===== src/rtl/game_pkg.sv =====
// Shared game constants, trap table entry layout and scanner state encoding.
package game_pkg;

    localparam int COORD_W   = 10;
    localparam int NUM_TRAPS = 16;
    localparam int MAN_W     = 16;
    localparam int MAN_H     = 16;
    localparam int TRAP_W    = 16;
    localparam int TRAP_H    = 16;
    localparam int GOAL_W    = 16;
    localparam int GOAL_H    = 32;

    typedef struct packed {
        logic               valid;
        logic [COORD_W-1:0] x;
        logic [COORD_W-1:0] y;
    } trap_entry_t;

    typedef enum logic [1:0] {
        IDLE,
        SCAN,
        REPORT
    } scan_state_t;

endpackage


===== src/rtl/aabb_overlap.sv =====
// Strict axis-aligned box overlap test; edges that only touch do not count.
module aabb_overlap #(
    parameter int COORD_W = 10,
    parameter int A_W     = 16,
    parameter int A_H     = 16,
    parameter int B_W     = 16,
    parameter int B_H     = 16
) (
    input  logic [COORD_W-1:0] ax,
    input  logic [COORD_W-1:0] ay,
    input  logic [COORD_W-1:0] bx,
    input  logic [COORD_W-1:0] by,
    output logic               hit
);

    localparam int SW = COORD_W + 1;

    // One extra bit so a box hugging the screen edge does not wrap to 0.
    logic [SW-1:0] ax_e, ay_e, bx_e, by_e;
    logic [SW-1:0] ax_end, ay_end, bx_end, by_end;

    assign ax_e   = {1'b0, ax};
    assign ay_e   = {1'b0, ay};
    assign bx_e   = {1'b0, bx};
    assign by_e   = {1'b0, by};
    assign ax_end = ax_e + SW'(A_W);
    assign ay_end = ay_e + SW'(A_H);
    assign bx_end = bx_e + SW'(B_W);
    assign by_end = by_e + SW'(B_H);

    assign hit = (ax_e < bx_end) && (bx_e < ax_end) &&
                 (ay_e < by_end) && (by_e < ay_end);

endmodule


===== src/rtl/trap_scan.sv =====
// Per-frame scanner: walks the trap table once per frame and pulses the
// trap-collision and level-complete results to the game state machine.
module trap_scan #(
    parameter int NUM_TRAPS = game_pkg::NUM_TRAPS,
    parameter int COORD_W   = game_pkg::COORD_W,
    parameter int MAN_W     = game_pkg::MAN_W,
    parameter int MAN_H     = game_pkg::MAN_H,
    parameter int TRAP_W    = game_pkg::TRAP_W,
    parameter int TRAP_H    = game_pkg::TRAP_H,
    parameter int GOAL_W    = game_pkg::GOAL_W,
    parameter int GOAL_H    = game_pkg::GOAL_H
) (
    input  logic                         clk,
    input  logic                         rst_n,
    input  logic                         clr,
    input  logic                         frame_start,
    input  logic [COORD_W-1:0]           man_x,
    input  logic [COORD_W-1:0]           man_y,
    input  logic [COORD_W-1:0]           goal_x,
    input  logic [COORD_W-1:0]           goal_y,
    output logic [$clog2(NUM_TRAPS)-1:0] trap_addr,
    input  logic [COORD_W-1:0]           trap_x,
    input  logic [COORD_W-1:0]           trap_y,
    input  logic                         trap_valid,
    output logic                         man_collide_trap,
    output logic                         level_complete,
    output logic [$clog2(NUM_TRAPS)-1:0] hit_idx,
    output logic                         busy,
    output logic                         overrun
);

    import game_pkg::*;

    localparam int                IDX_W = $clog2(NUM_TRAPS);
    localparam logic [IDX_W-1:0]  LAST  = IDX_W'(NUM_TRAPS - 1);

    scan_state_t        state, state_next;
    logic [COORD_W-1:0] snap_x, snap_y;
    logic               issue;
    logic               rd_vld;
    logic [IDX_W-1:0]   rd_idx;
    logic               trap_acc;
    logic [IDX_W-1:0]   first_idx;
    logic               trap_ovl, goal_ovl;
    logic               trap_hit_now, last_cmp, any_hit;

    aabb_overlap #(
        .COORD_W(COORD_W), .A_W(MAN_W), .A_H(MAN_H), .B_W(TRAP_W), .B_H(TRAP_H)
    ) u_trap_ovl (
        .ax(snap_x), .ay(snap_y), .bx(trap_x), .by(trap_y), .hit(trap_ovl)
    );

    aabb_overlap #(
        .COORD_W(COORD_W), .A_W(MAN_W), .A_H(MAN_H), .B_W(GOAL_W), .B_H(GOAL_H)
    ) u_goal_ovl (
        .ax(snap_x), .ay(snap_y), .bx(goal_x), .by(goal_y), .hit(goal_ovl)
    );

    // rd_vld/rd_idx describe the table data arriving this cycle (one behind trap_addr).
    assign trap_hit_now = rd_vld && trap_valid && trap_ovl;
    assign last_cmp     = rd_vld && (rd_idx == LAST);
    assign any_hit      = trap_acc || trap_hit_now;

    always_comb begin
        // NOTE: default first so every path assigns state_next and no latch is inferred.
        state_next = state;
        unique case (state)
            IDLE:    if (frame_start) state_next = SCAN;
            SCAN:    if (last_cmp)    state_next = REPORT;
            REPORT:                   state_next = IDLE;
            default:                  state_next = IDLE;
        endcase
        if (clr) state_next = IDLE;
    end

    always_ff @(posedge clk or negedge rst_n) begin
        if (!rst_n) state <= IDLE;
        else        state <= state_next;
    end

    always_ff @(posedge clk or negedge rst_n) begin
        if (!rst_n) begin
            snap_x           <= '0;
            snap_y           <= '0;
            trap_addr        <= '0;
            issue            <= 1'b0;
            rd_vld           <= 1'b0;
            rd_idx           <= '0;
            trap_acc         <= 1'b0;
            first_idx        <= '0;
            hit_idx          <= '0;
            man_collide_trap <= 1'b0;
            level_complete   <= 1'b0;
            busy             <= 1'b0;
            overrun          <= 1'b0;
        end else if (clr) begin
            trap_addr        <= '0;
            issue            <= 1'b0;
            rd_vld           <= 1'b0;
            trap_acc         <= 1'b0;
            first_idx        <= '0;
            hit_idx          <= '0;
            man_collide_trap <= 1'b0;
            level_complete   <= 1'b0;
            busy             <= 1'b0;
            overrun          <= 1'b0;
        end else begin
            man_collide_trap <= 1'b0;
            level_complete   <= 1'b0;
            busy             <= (state_next != IDLE);
            rd_vld           <= issue;
            rd_idx           <= trap_addr;
            if (frame_start && state != IDLE) overrun <= 1'b1;

            unique case (state)
                IDLE: begin
                    if (frame_start) begin
                        snap_x    <= man_x;
                        snap_y    <= man_y;
                        trap_addr <= '0;
                        issue     <= 1'b1;
                        trap_acc  <= 1'b0;
                        first_idx <= '0;
                    end
                end
                SCAN: begin
                    if (issue) begin
                        if (trap_addr == LAST) issue     <= 1'b0;
                        else                   trap_addr <= trap_addr + 1'b1;
                    end
                    if (trap_hit_now && !trap_acc) first_idx <= rd_idx;
                    if (trap_hit_now)              trap_acc  <= 1'b1;
                    // Results land in the output registers so the pulses appear in REPORT.
                    if (last_cmp) begin
                        man_collide_trap <= any_hit;
                        level_complete   <= goal_ovl;
                        if (any_hit) hit_idx <= trap_acc ? first_idx : rd_idx;
                    end
                end
                default: ;
            endcase
        end
    end

endmodule

===== config.mk =====
export PLATFORM = sky130hd
export DESIGN_NAME = trap_scan
export DESIGN_NICKNAME = d
export VERILOG_FILES = /design/src/rtl/game_pkg.sv /design/src/rtl/aabb_overlap.sv /design/src/rtl/trap_scan.sv
export SDC_FILE = /design/constraint.sdc
export NUM_CORES = 1
export LEC_CHECK = 0
export CORE_MARGIN = 2
export CORE_UTILIZATION = 45
export DETAILED_ROUTE_END_ITERATION = 8
export PLACE_DENSITY = 0.81
export SYNTH_ARGS = -nofsm -noshare
export SYNTH_HDL_FRONTEND = slang
export SYNTH_SLANG_ARGS = --single-unit

===== constraint.sdc =====
create_clock -name clk -period 6.07 [get_ports clk]
set_clock_uncertainty 0.1 [all_clocks]
set_input_delay 0.607 -clock clk [delete_from_list [all_inputs] [get_ports clk]]
set_output_delay 0.607 -clock clk [all_outputs]
set_load 0.02 [all_outputs]

### Yosys cells after proc, flatten, opt, wreduce, memory -nomap -nowiden

Cells that the tools add are included.

| cells by class | value |
|---|---|
| add/subtract/negate cells | 7 |
| magnitude comparators | 8 |
| equal/unequal tests | 8 |
| mux-type cells | 36 |
| bitwise gates (word level) | 1 |
| reductions and logical operators | 27 |

Operators by type and width:

| operator | number |
|---|---|
| $lt A10 B11 Y1 | 8 |
| $add A10 B5 Y11 const B | 5 |
| $mux W4 | 11 |
| $mux W1 | 17 |
| $pmux W4 S2 | 2 |
| $ne A3 B3 Y1 const B | 5 |
| $reduce_and A3 Y1 | 4 |
| $reduce_bool A2 Y1 | 6 |
| $add A10 B6 Y11 const B | 1 |
| $logic_and A1 B1 Y1 | 11 |
| $eq A4 B4 Y1 const B | 2 |
| $mux W2 | 3 |
| $add A4 B1 Y4 const B | 1 |
| $pmux W1 S2 | 2 |
| $pmux W2 S2 | 1 |
| $reduce_and A4 Y1 | 1 |
| $reduce_bool A3 Y1 | 1 |
| $eq A2 B1 Y1 const B | 1 |
| $logic_not A2 Y1 | 1 |
| $reduce_and A2 Y1 | 1 |
| $logic_not A1 Y1 | 1 |
| $logic_or A1 B1 Y1 | 1 |
| $not A1 Y1 | 1 |

| storage, ports and cells | value |
|---|---|
| register bits after elaboration | 45 |
| input bits | 65 |
| word-level logic and storage cells | 101 |

### Logic depth before layout (Yosys ltp)

Gate-level depths: netlist of the first run.

| depth | value |
|---|---|
| word-level depth | 11 |
| gate-level depth with buffers | 11 |
| depth with buffers taken out | 11 |

### Modules after synthesis

From an unflattened synthesis of the first run, not the netlist that was laid out.

| unflattened totals | value |
|---|---|
| cells, all modules | 437 |
| area total of the unflattened synthesis | 4205.3 µm² |

Modules (own cells, without submodules):

| module | times used | cells an instance | area an instance (µm²) |
|---|---|---|---|
| trap_scan | 1 | 144 | 1934.4 |
| aabb_overlap at u_trap_ovl | 1 | 151 | 1139.8 |
| aabb_overlap at u_goal_ovl | 1 | 142 | 1131.1 |

### Worst setup path before layout of the first run

OpenSTA, ideal clock, no wires.

| timing path | value |
|---|---|
| path kind | input to register |
| start point | input trap_x[4] |
| end point | register hit_idx[0] |
| setup time | 0.104 ns |
| arrival | 2.481 ns |
| required time | 5.866 ns |
| setup slack | 3.386 ns |
| stages on the path | 11 |
| path buffers | 0 |
| cells stage by stage | ha_1 nand3_1 xor2_1 ha_1 nand2_1 nor2_1 a2111oi_0 a21oi_1 nor2_1 nand4_2 a221oi_1 |

| on the way | value |
|---|---|
| word-level cells in the longest chain between the ends | 9 |
| elaborated cells on any way between the ends | 10 |

RTL lines:

| element | RTL line | source |
|---|---|---|
| start, declared | trap_scan.sv:22 | `input logic [COORD_W-1:0] trap_x,` |
| $add A10 B5 Y11 | aabb_overlap.sv:28 | `assign bx_end = bx_e + SW'(B_W);` |
| $lt A10 B11 Y1 | aabb_overlap.sv:31 | `assign hit = (ax_e < bx_end) && (bx_e < ax_end) &&` |
| $logic_and A1 B1 Y1 (*) (2 in a row) | aabb_overlap.sv:31 |  |
| $logic_and A1 B1 Y1 (*) | aabb_overlap.sv:32 | `(ay_e < by_end) && (by_e < ay_end);` |
| $logic_and A1 B1 Y1 (*) | trap_scan.sv:60 | `assign trap_hit_now = rd_vld && trap_valid && trap_ovl;` |
| $logic_or A1 B1 Y1 (*) | trap_scan.sv:62 | `assign any_hit = trap_acc \|\| trap_hit_now;` |
| $reduce_bool A2 Y1 (no line) (*) | n/a |  |
| $reduce_and A3 Y1 (no line) (*) | n/a |  |
| end signal, assigned | trap_scan.sv:137 | `if (any_hit) hit_idx <= trap_acc ? first_idx : rd_idx;` |
| end, declared | trap_scan.sv:27 | `output logic [$clog2(NUM_TRAPS)-1:0] hit_idx,` |

Every way passes the cells marked *; elsewhere a longest branch is shown, timed or not.
A chain may end at the register's enable or synchronous reset.

### Worst setup path in the final report of the first run

Ends and elaborated chain as after synthesis.

==> impl_results.md, run 1 <==
* Setup bufs post-CTS at 0
* Total wire length at between 9000 and 10000 um
* Post-route ant nets at 0
* Area post-placement at 0.00486 sq mm
* Vias at 3529
* Pleak at 2.23 nW
* Syn nets at 582
* Setup_tns at 0 ns
* Maximum clock rate at 311 MHz
* Worst-Margin Slew at approximately 1 ns
* RSZ-0062 raised after global routing: false
* Area delta synth->final at 23.7%
* Cell internal pwr at approximately 0.64 mW
* Core area at between 0.008 and 0.009 sq mm
* Drt wl/cell at around 15 um
* Inserted Clock Buffers at 5
* Clk root buf: clkbuf_8
* Cell count after synthesis at 447
* Setup Viol. Count Final at 0
* Sw Share at 0.393
* # H-tree levels at 2
* Number of synthesized flops with an enable pin at 0
* Die area at 0.00965 sq mm
* Worst-Skew Late Latency at 0.31 ns
* Critical path endpoint category: flop
* Initial Util at 0.461
* Min-Delay Path Class: input port to async pin
* DRT Pass-1 Iters at 4
* Synthesized area at 0.00400 sq mm
* Yosys warning count at 0
* Critical path buffer and inverter count at 1
* DR iter-0 viols at 174
* Layout Nets at 655
* Fin util at 0.570
* Vias in the first global route at 3582
* Critical Path RT at 6.17 ns
* Status: complete, no violations
* CP Max Fanout at 4
* Clock period minus final worst setup slack at ~3.2 ns
* Sequential power share at 0.372
* Die X at roughly 98 um
* Gr usage total at 0.200
* Commonest cells after routing, fill and taps aside: clkdlybuf4s50_1, ha_1, dfrtp_1
* Comb pwr share at 0.443
* Slowest CP cell: clkdlybuf4s50_1
* WHS at 0.360 ns
* Share of layout cells above drive strength 1 at 0.0710
* CTS resizes at 0
* Crit-path leading delay family: compound AO/OA/AOI/OAI gates
* Register bit total from synthesis at between 40 and 50
* DIE HEIGHT at around 98 um
* Synth Area per Inst at a little under 9 sq um
* CTS clk-pin slew, worst paths at 0.09 ns
* Diodes inserted at 0
* Switch Pwr at 0.414 mW
* Final Cycle Share at 0.530
* Fin. max-slew vios at 0
* Post-DP HPWL at 7560 um
* First-pass GRT wire length at 16200 um
* Routability Congestion at 0.907
* Final non-filler cell area at 0.00495 sq mm
* VDD IR max at 110 uV
* Main synth FF type: dfrtp_1
* Hold buffer count at cts at 0
* # clock sinks at 45
* CTS tree: built
* Row cnt at 34
* Slowest cell delay on critical path at 0.52 ns
* Max clock buf depth at 2
* Vias per cell at 5.61
* P per Cell Area at 213 mW/mm^2
* Ys async rst share at 1.00
* Final hold vios at 0
* Critical path cell sequence: clkdlybuf4s50_1 > ha_1 > nand3_1 > xor2_1 > ha_1 > nand2_1 > nor2_1 > a2111oi_0 > a21oi_1 > nor2_1 > nand4_2 > a221oi_1
* Most common cell after layout, fill and taps aside: clkdlybuf4s50_1
* Initial antenna violation count at 0
* Largest net degree at the start of global routing at 46
* Max Cap Viol at 0
* DRC errors left at 0
* Arrival @ worst endpoint at 3.31 ns
* Startpoint Class: input port
* Setup Crit Path Kind: input port to flop
* Slew HR at 0.328
* Top-Level Pins at 77
* Clock power share at 0.185
* GRT overflow at 0
* Register area share after synthesis at 0.282
* Port Buffers at 76
* Synth cell types at 51
==> kinds of logic (layout without fill, tap and decap cells) <==
kind of cell | after synthesis | after routing | synth area share
buffers and inverters | 40 | 114 | 0.0394
XOR/XNOR | 22 | 22 | 0.0482
AO/OA/AOI/OAI | 102 | 102 | 0.163
AND/OR/NAND/NOR | 139 | 139 | 0.170
adder cells (fa/ha/maj) | 70 | 70 | 0.219
multiplexers | 29 | 29 | 0.0786
flip-flops | 45 | 45 | 0.282
==> path summary, 6_finish.rpt <==
check | startpoint | end | slack, ns | depth (start not counted)
worst max-delay path | trap_x[4] | hit_idx[0]$_DFFE_PN0P_ | 2.85 | 12
worst min-delay path | rst_n | snap_x[7]$_DFFE_PN0P_ | 0.36 | 1
worst max register to register | snap_x[4]$_DFFE_PN0P_ | hit_idx[0]$_DFFE_PN0P_ | 3.01 | 10
worst min register to register | overrun$_DFFE_PN0P_ | overrun$_DFFE_PN0P_ | 0.44 | 2
max in group asynchronous | rst_n | snap_x[0]$_DFFE_PN0P_ | 4.88 | 1
min in group clk | overrun$_DFFE_PN0P_ | overrun$_DFFE_PN0P_ | 0.44 | 2
==> layout make-up <==
class,instances,area (sq um)
repair buffers,77,763
clock inverters,3,21.3
flip-flops and latches,45,1130
well taps,108,135
fillers,774,3730
multi-input cells,362,2720
clock buffers,5,68.8
inverters,29,109
==> per-layer routing <==
layer  routed length, um  GRT usage
met1                4200      0.253
met2                4740      0.358
met3                 233     0.0215
met4                 176     0.0590
met5                   0          0
==> sequential cells by signal, indices dropped and copies added (netlist names), 2 cells and up <==
register   count
snap_x        10
snap_y        10
first_idx      4
hit_idx        4
rd_idx         4
trap_addr      4
state          2
==> power groups by stage <==
| stage | registers [mW] | clock network (mW) | logic, mW |
|---|---|---|---|
| after CTS | 0.391 | 0.200 | 0.469 |
| after detailed placement | 0.397 | 0 | 0.467 |
| after floorplan | 0.373 | 0 | 0.330 |
| final | 0.392 | 0.195 | 0.467 |
| after global routing | 0.400 | 0.216 | 0.537 |
| after global placement | 0.395 | 0 | 0.441 |
==> Yosys cell counts (2+ instances only) <==
cell / count / area share
nor2b_1: 7 / 0.011
xnor2_1: 9 / 0.020
o22ai_1: 5 / 0.0078
buf_2: 3 / 0.0038
nand2_1: 44 / 0.041
o21ai_0: 26 / 0.033
dfrtp_1: 45 / 0.28
nand2b_1: 6 / 0.0094
o211ai_1: 2 / 0.0038
a311oi_1: 2 / 0.0044
mux2i_1: 10 / 0.025
nor2_1: 29 / 0.027
clkbuf_1: 7 / 0.0066
xor2_1: 13 / 0.028
a31oi_1: 4 / 0.0063
mux2_2: 19 / 0.054
o21a_1: 5 / 0.0094
inv_1: 29 / 0.027
nor4b_2: 2 / 0.0075
and3_1: 5 / 0.0078
nand3_1: 25 / 0.031
and2_1: 2 / 0.0031
nand4_1: 4 / 0.0063
nor3_1: 5 / 0.0063
a2111oi_0: 2 / 0.0044
ha_1: 70 / 0.22
a221oi_1: 4 / 0.0088
or3_1: 3 / 0.0047
a21oi_1: 30 / 0.038
a32oi_1: 3 / 0.0066
a21o_1: 7 / 0.013
==> metrics by stage <==
stage	power (mW)	worst slack, ns	std cells
final	1.05	2.85	629
after global routing	1.15	2.48	629
after CTS	1.06	2.85	629
after detailed placement	0.863	2.53	621
after global placement	0.836	2.63	621
after floorplan	0.703	3.39	447
Power figures use the tool's default switching activity.
==> inputs of run 2 (changes only) <==
==> constraint.sdc (replaced) <==
create_clock -name clk -period 3.05 [get_ports clk]
set_clock_uncertainty 0.1 [all_clocks]
set_input_delay 0.305 -clock clk [delete_from_list [all_inputs] [get_ports clk]]
set_output_delay 0.305 -clock clk [all_outputs]
set_load 0.02 [all_outputs]
==> run 2 against run 1 <==
Effect of this change:
- first-iteration DRC count increased by 2.3%
- worst hold slack got worse by 0.29 ns
- flip-flop and latch count unchanged
- count of clock-buffer cells in the layout unchanged
- largest power group unchanged
- final cell count increased by 2.5%
- via count about the same
- clock power increased by 100%
==> impl_results.md, run 2 (same netlist as run 1, synthesis figures left out) <==
* Status: complete, no violations
* Largest net degree at the start of global routing at 46
* Row cnt at 34
* Gr usage total at 0.195
* Die X at 98.3 um
* Max clock buf depth at 2
* Post-DP HPWL at between 7000 and 8000 um
* Sw Share at 0.387
* Top flop regs: snap_x x10, snap_y x10
* Comb pwr share at 0.471
* # clock sinks at 45
* Area delta synth->final at 27.1%
* Slew HR at 0.324
* # H-tree levels at 2
* Switch Pwr at 0.836 mW
* CTS tree: built
* RSZ-0062 raised after global routing: false
* Commonest cells after routing, fill and taps aside: clkdlybuf4s50_1, ha_1, dfrtp_1
* DIE HEIGHT at 98.3 um
* P per Cell Area at 425 mW/mm^2
* Setup Viol. Count Final at 0
* First-pass GRT wire length at 15700 um
* Most numerous cell on the critical path: ha_1
* Critical path endpoint category: flop
* Vias in the first global route at 3553
* Max Cap Viol at 0
* Fillers at 773
* Worst-Skew Late Latency at about 0.31 ns
* DR iter-0 viols at 178
* DRT Pass-1 Iters at 4
* WHS at 0.0655 ns
* Crit-path leading delay family: compound AO/OA/AOI/OAI gates
* Power, Total at 2.16 mW
* Layout Nets at 671
* Critical path buffer and inverter count at 1
* Maximum clock rate at 353 MHz
* Core area at around 0.0087 sq mm
* GRT overflow at 0
* VDD IR max at 224 uV
* Sequential power share at 0.348
* Startpoint Class: input port
* Clock period minus final worst setup slack at 2.83 ns
* Min-Delay Path Class: input port to async pin
* Fin. max-slew vios at 0
* Routability Congestion at around 0.91
* Initial antenna violation count at 0
* Pleak at 2.31 nW
* Vias at between 3000 and 4000
* Arrival @ worst endpoint at 2.94 ns
* Port Buffers at 76
* Slowest cell delay on critical path at about 0.50 ns
* Final hold vios at 0
* Cell internal pwr at approximately 1.3 mW
* Diodes inserted at 0
* CP Max Fanout at 4
* Share of layout cells above drive strength 1 at 0.102
* Clk root buf: clkbuf_8
* Die area at 0.00965 sq mm
* Slowest CP cell: clkdlybuf4s50_1
* Clock power share at 0.181
* CTS clk-pin slew, worst paths at 0.09 ns
* Post-route ant nets at 0
* Top-Level Pins at 77
* Drt wl/cell at 14.5 um
* Inserted Clock Buffers at 5
* Total wire length at ~9300 um
* Final Cycle Share at 0.928
* Setup Crit Path Kind: input port to flop
* Most common cell after layout, fill and taps aside: clkdlybuf4s50_1
* DRC errors left at 0
* Critical path cell sequence: clkdlybuf4s50_1 > ha_1 > nand3_1 > xor2_1 > ha_1 > nand2_1 > nor2_1 > a2111oi_1 > a21oi_1 > nor2_2 > nand4_2 > a221oi_1
* Critical Path RT at between 3 and 4 ns
* Initial Util at 0.461
* Worst-Margin Slew at 1.01 ns
* Vias per cell at 5.47
run 2: power by group through the flow:
stage          logic [mW]  clock network (mW)  registers [mW]
3_3_place_gp        0.947                   0           0.759
6_report             1.02               0.390           0.751
2_1_floorplan       0.657                   0           0.743
5_1_grt              1.14               0.427           0.764
4_1_cts              1.01               0.407           0.751
3_5_place_dp         1.00                   0           0.762
run 2: per-stage QoR:
stage | util | cell area, sq um | setup TNS (ns) | setup WS [ns] | cells
after floorplan | - | 4000 | 0 | 0.498 | 447
after global placement | 0.573 | 4970 | -0.403 | -0.0612 | 636
after detailed placement | 0.573 | 4970 | -1.35 | -0.228 | 636
after CTS | 0.583 | 5060 | 0 | 0.116 | 644
after global routing | 0.585 | 5080 | 0 | 0.00933 | 645
final | 0.585 | 5080 | 0 | 0.219 | 645
run 2: layout make-up:
type                            instances  area [sq um]  share of cell area
Clock buffer                            5          68.8              0.0135
Clock inverter                          3          25.0             0.00493
Inverter                               29           109              0.0214
Multi-Input combinational cell        362          2730               0.538
Sequential cell                        45          1130               0.222
Tap cell                              108           135              0.0266
Timing Repair Buffer                   93           883               0.174
run 2: what timing repair did:
| action | in CTS | in global routing |
|---|---|---|
| resized for setup | 0 | 3 |
| setup buffers | 0 | 1 |
| hold buffers | 0 | 0 |
| setup endpoints to repair | 0 | 8 |
run 2: final timing paths:
| path | startpoint | depth (start not counted) | slack [ns] | to |
|---|---|---|---|---|
| setup / recovery | trap_x[4] | 12 | 0.22 | hit_idx[0]$_DFFE_PN0P_ |
| hold / removal | rst_n | 1 | 0.07 | snap_x[6]$_DFFE_PN0P_ |
| setup reg to reg | snap_x[4]$_DFFE_PN0P_ | 11 | 0.25 | hit_idx[0]$_DFFE_PN0P_ |
| hold reg to reg | overrun$_DFFE_PN0P_ | 2 | 0.43 | overrun$_DFFE_PN0P_ |
| max in group asynchronous | rst_n | 1 | 2.16 | snap_y[5]$_DFFE_PN0P_ |
| min in group clk | overrun$_DFFE_PN0P_ | 2 | 0.43 | overrun$_DFFE_PN0P_ |
run 2: worst reg2reg max path, delay by kind of cell (launching register included):
| family | cells | cell delay, ns |
|---|---|---|
| buf+inv | 1 | 0.16 |
| xor+xnor | 1 | 0.25 |
| compound gates | 6 | 1.10 |
| fa+ha+maj | 2 | 0.54 |
| flops | 1 | 0.39 |
| simple gates | 1 | 0.15 |
run 2: routing by layer:
| metal | vias to the layer above | GRT usage | routed length (um) |
|---|---|---|---|
| li1 | 1786 | - | - |
| met1 | 1658 | 0.239 | 4090 |
| met2 | 64 | 0.352 | 4740 |
| met3 | 19 | 0.0272 | 331 |
| met4 | 0 | 0.0622 | 172 |
| met5 | - | 0 | 0 |
==> inputs of run 3 (changes only) <==
--- a/config.mk
+++ b/config.mk
@@ -6,9 +6,9 @@
 export NUM_CORES = 1
 export LEC_CHECK = 0
 export CORE_MARGIN = 2
-export CORE_UTILIZATION = 45
+export CORE_UTILIZATION = 53
 export DETAILED_ROUTE_END_ITERATION = 8
-export PLACE_DENSITY = 0.81
+export PLACE_DENSITY = 0.91
 export SYNTH_ARGS = -nofsm -noshare
 export SYNTH_HDL_FRONTEND = slang
 export SYNTH_SLANG_ARGS = --single-unit
==> run 3 against run 2 <==
Effect of this change:
- total power increased by 0.53%
- wire length rose by 5.2%
- critical endpoint unchanged
- non-clock buffer count shrank 2
- worst hold slack gained 0.0070 ns
- register-to-register slack worse by 0.09 ns
- cell area is 0.47% lower
- maximum frequency fell by 2.0%
- die area fell by 14%
==> impl_results.md, run 3 (same netlist as run 1, synthesis figures left out) <==
* Status: complete, no violations
* Cell internal pwr at 1.32 mW
* Post-route ant nets at 0
* Initial Util at 0.548
* # clock sinks at 45
* Total wire length at 9820 um
* Startpoint Class: flop
* Post-DP HPWL at 7830 um
* Worst-Margin Slew at 1.01 ns
* Slowest cell delay on critical path at roughly 0.39 ns
* Critical Path RT at 3.15 ns
* Slowest CP cell: dfrtp_1
* Inserted Clock Buffers at 5
* Fin util at 0.693
* DRT Pass-1 Iters at 4
* First-pass GRT wire length at 16800 um
* Vias per cell at 5.74
* WHS at 0.0724 ns
* Worst-Skew Late Latency at 0.31 ns
* Die X at 90.9 um
* Commonest cells after routing, fill and taps aside: clkdlybuf4s50_1, ha_1, dfrtp_1
* DIE HEIGHT at 90.9 um
* Setup Viol. Count Final at 0
* Area post-placement at 0.00495 sq mm
* VDD IR max at 257 uV
* Initial antenna violation count at 0
* CTS clk-pin slew, worst paths at ~0.090 ns
* Max Cap Viol at 0
* Row cnt at 31
* RSZ-0062 raised after global routing: true
* Comb pwr share at 0.479
* DRC errors left at 0
* Fin. max-slew vios at 0
* Finished Layout Cells at 634
* Vias in the first global route at 3754
* Layout Nets at 669
* Switch Pwr at between 0.8 and 0.9 mW
* CTS tree: built
* Largest net degree at the start of global routing at 46
* Port Buffers at 76
* Maximum clock rate at 346 MHz
* Sw Share at 0.393
* Critical path cell sequence: ha_1 > xnor2_1 > ha_1 > a21oi_1 > o21ai_0 > a21oi_1 > o21ai_1 > a211oi_2 > buf_4 > nand4_2 > a221oi_1
* Fillers at 558
* Sequential power share at 0.346
* Slew HR at 0.323
* DR iter-0 viols at 215
* Clock period minus final worst setup slack at 2.89 ns
* Min-Delay Path Class: input port to async pin
* Setup Crit Path Kind: flop to flop
* Max clock buf depth at 2
* Final non-filler cell area at 0.00506 sq mm
* Clk root buf: clkbuf_8
* P per Cell Area at 429 mW/mm^2
* Area delta synth->final at 26.5%
* Arrival @ worst endpoint at about 3 ns
* CP Max Fanout at 5
* # H-tree levels at 2
* Diodes inserted at 0
* Critical path endpoint category: flop
* Vias at about 3600
* Pleak at about 2.3 nW
* GRT overflow at 0
* Clock power share at 0.175
* Top-Level Pins at 77
* Power, Total at around 2.2 mW
* Core area at 0.00729 sq mm
* Gr usage total at 0.245
* Top flop regs: snap_x x10, snap_y x10
* Die area at 0.00825 sq mm
* Final Cycle Share at 0.947
* Final hold vios at 0
* Share of layout cells above drive strength 1 at 0.0972
* Routability Congestion at 0.942
* Most common cell after layout, fill and taps aside: clkdlybuf4s50_1
* Drt wl/cell at 15.5 um
* Placed Cells at approximately 630
## run 3: layer usage
| metal | routed length (um) | global-route usage |
|---|---|---|
| met1 | 4110 | 0.293 |
| met2 | 4890 | 0.443 |
| met3 | 540 | 0.0326 |
| met4 | 285 | 0.0934 |
| met5 | 0 | 0 |
## run 3: path summary, 6_finish.rpt
path	endpoint	start	slack [ns]	depth (start not counted)
max	hit_idx[0]$_DFFE_PN0P_	snap_x[4]$_DFFE_PN0P_	0.16	11
min	snap_x[8]$_DFFE_PN0P_	rst_n	0.07	1
max reg2reg	hit_idx[0]$_DFFE_PN0P_	snap_x[4]$_DFFE_PN0P_	0.16	11
min reg2reg	overrun$_DFFE_PN0P_	overrun$_DFFE_PN0P_	0.43	2
max in group asynchronous	snap_y[2]$_DFFE_PN0P_	rst_n	2.15	1
min in group clk	overrun$_DFFE_PN0P_	overrun$_DFFE_PN0P_	0.43	2
## run 3: cell type report
cell class / instances / area, sq um / area share
sequential: 45 / 1130 / 0.223
inverter: 29 / 109 / 0.0215
clock inverter: 3 / 21.3 / 0.00421
multi-input combinational: 362 / 2730 / 0.539
tap: 99 / 124 / 0.0245
clock buffer: 5 / 68.8 / 0.0136
timing repair buffer: 91 / 881 / 0.174
## run 3: stage by stage
| step | setup WS [ns] | setup TNS [ns] |
|---|---|---|
| after CTS | 0.125 | 0 |
| after global placement | -0.0706 | -0.472 |
| after global routing | -0.0352 | -0.0676 |
| after detailed placement | -0.151 | -1.10 |
| final | 0.162 | 0 |
| after floorplan | 0.498 | 0 |
## run 3: power by group through the flow
stage	combinational, mW	clock [mW]	sequential (mW)
after floorplan	0.657	0	0.743
after global placement	0.934	0	0.757
after detailed placement	1.00	0	0.760
after CTS	1.01	0.386	0.749
after global routing	1.16	0.415	0.762
final	1.04	0.380	0.751
## run 3: critical path, delay by kind of cell (launching register included)
| kind | cells | cell delay, ns |
|---|---|---|
| AO/OA/AOI/OAI | 6 | 1.14 |
| XOR/XNOR | 1 | 0.28 |
| adder cells (fa/ha/maj) | 2 | 0.57 |
| buffers and inverters | 1 | 0.17 |
| flip-flops | 1 | 0.39 |
| AND/OR/NAND/NOR | 1 | 0.15 |
## run 3: repair_timing
item | in CTS | in global routing
buffers inserted | 0 | 1
setup endpoints to repair | 0 | 7
hold buffers | 0 | 0
resized for setup | 0 | 2
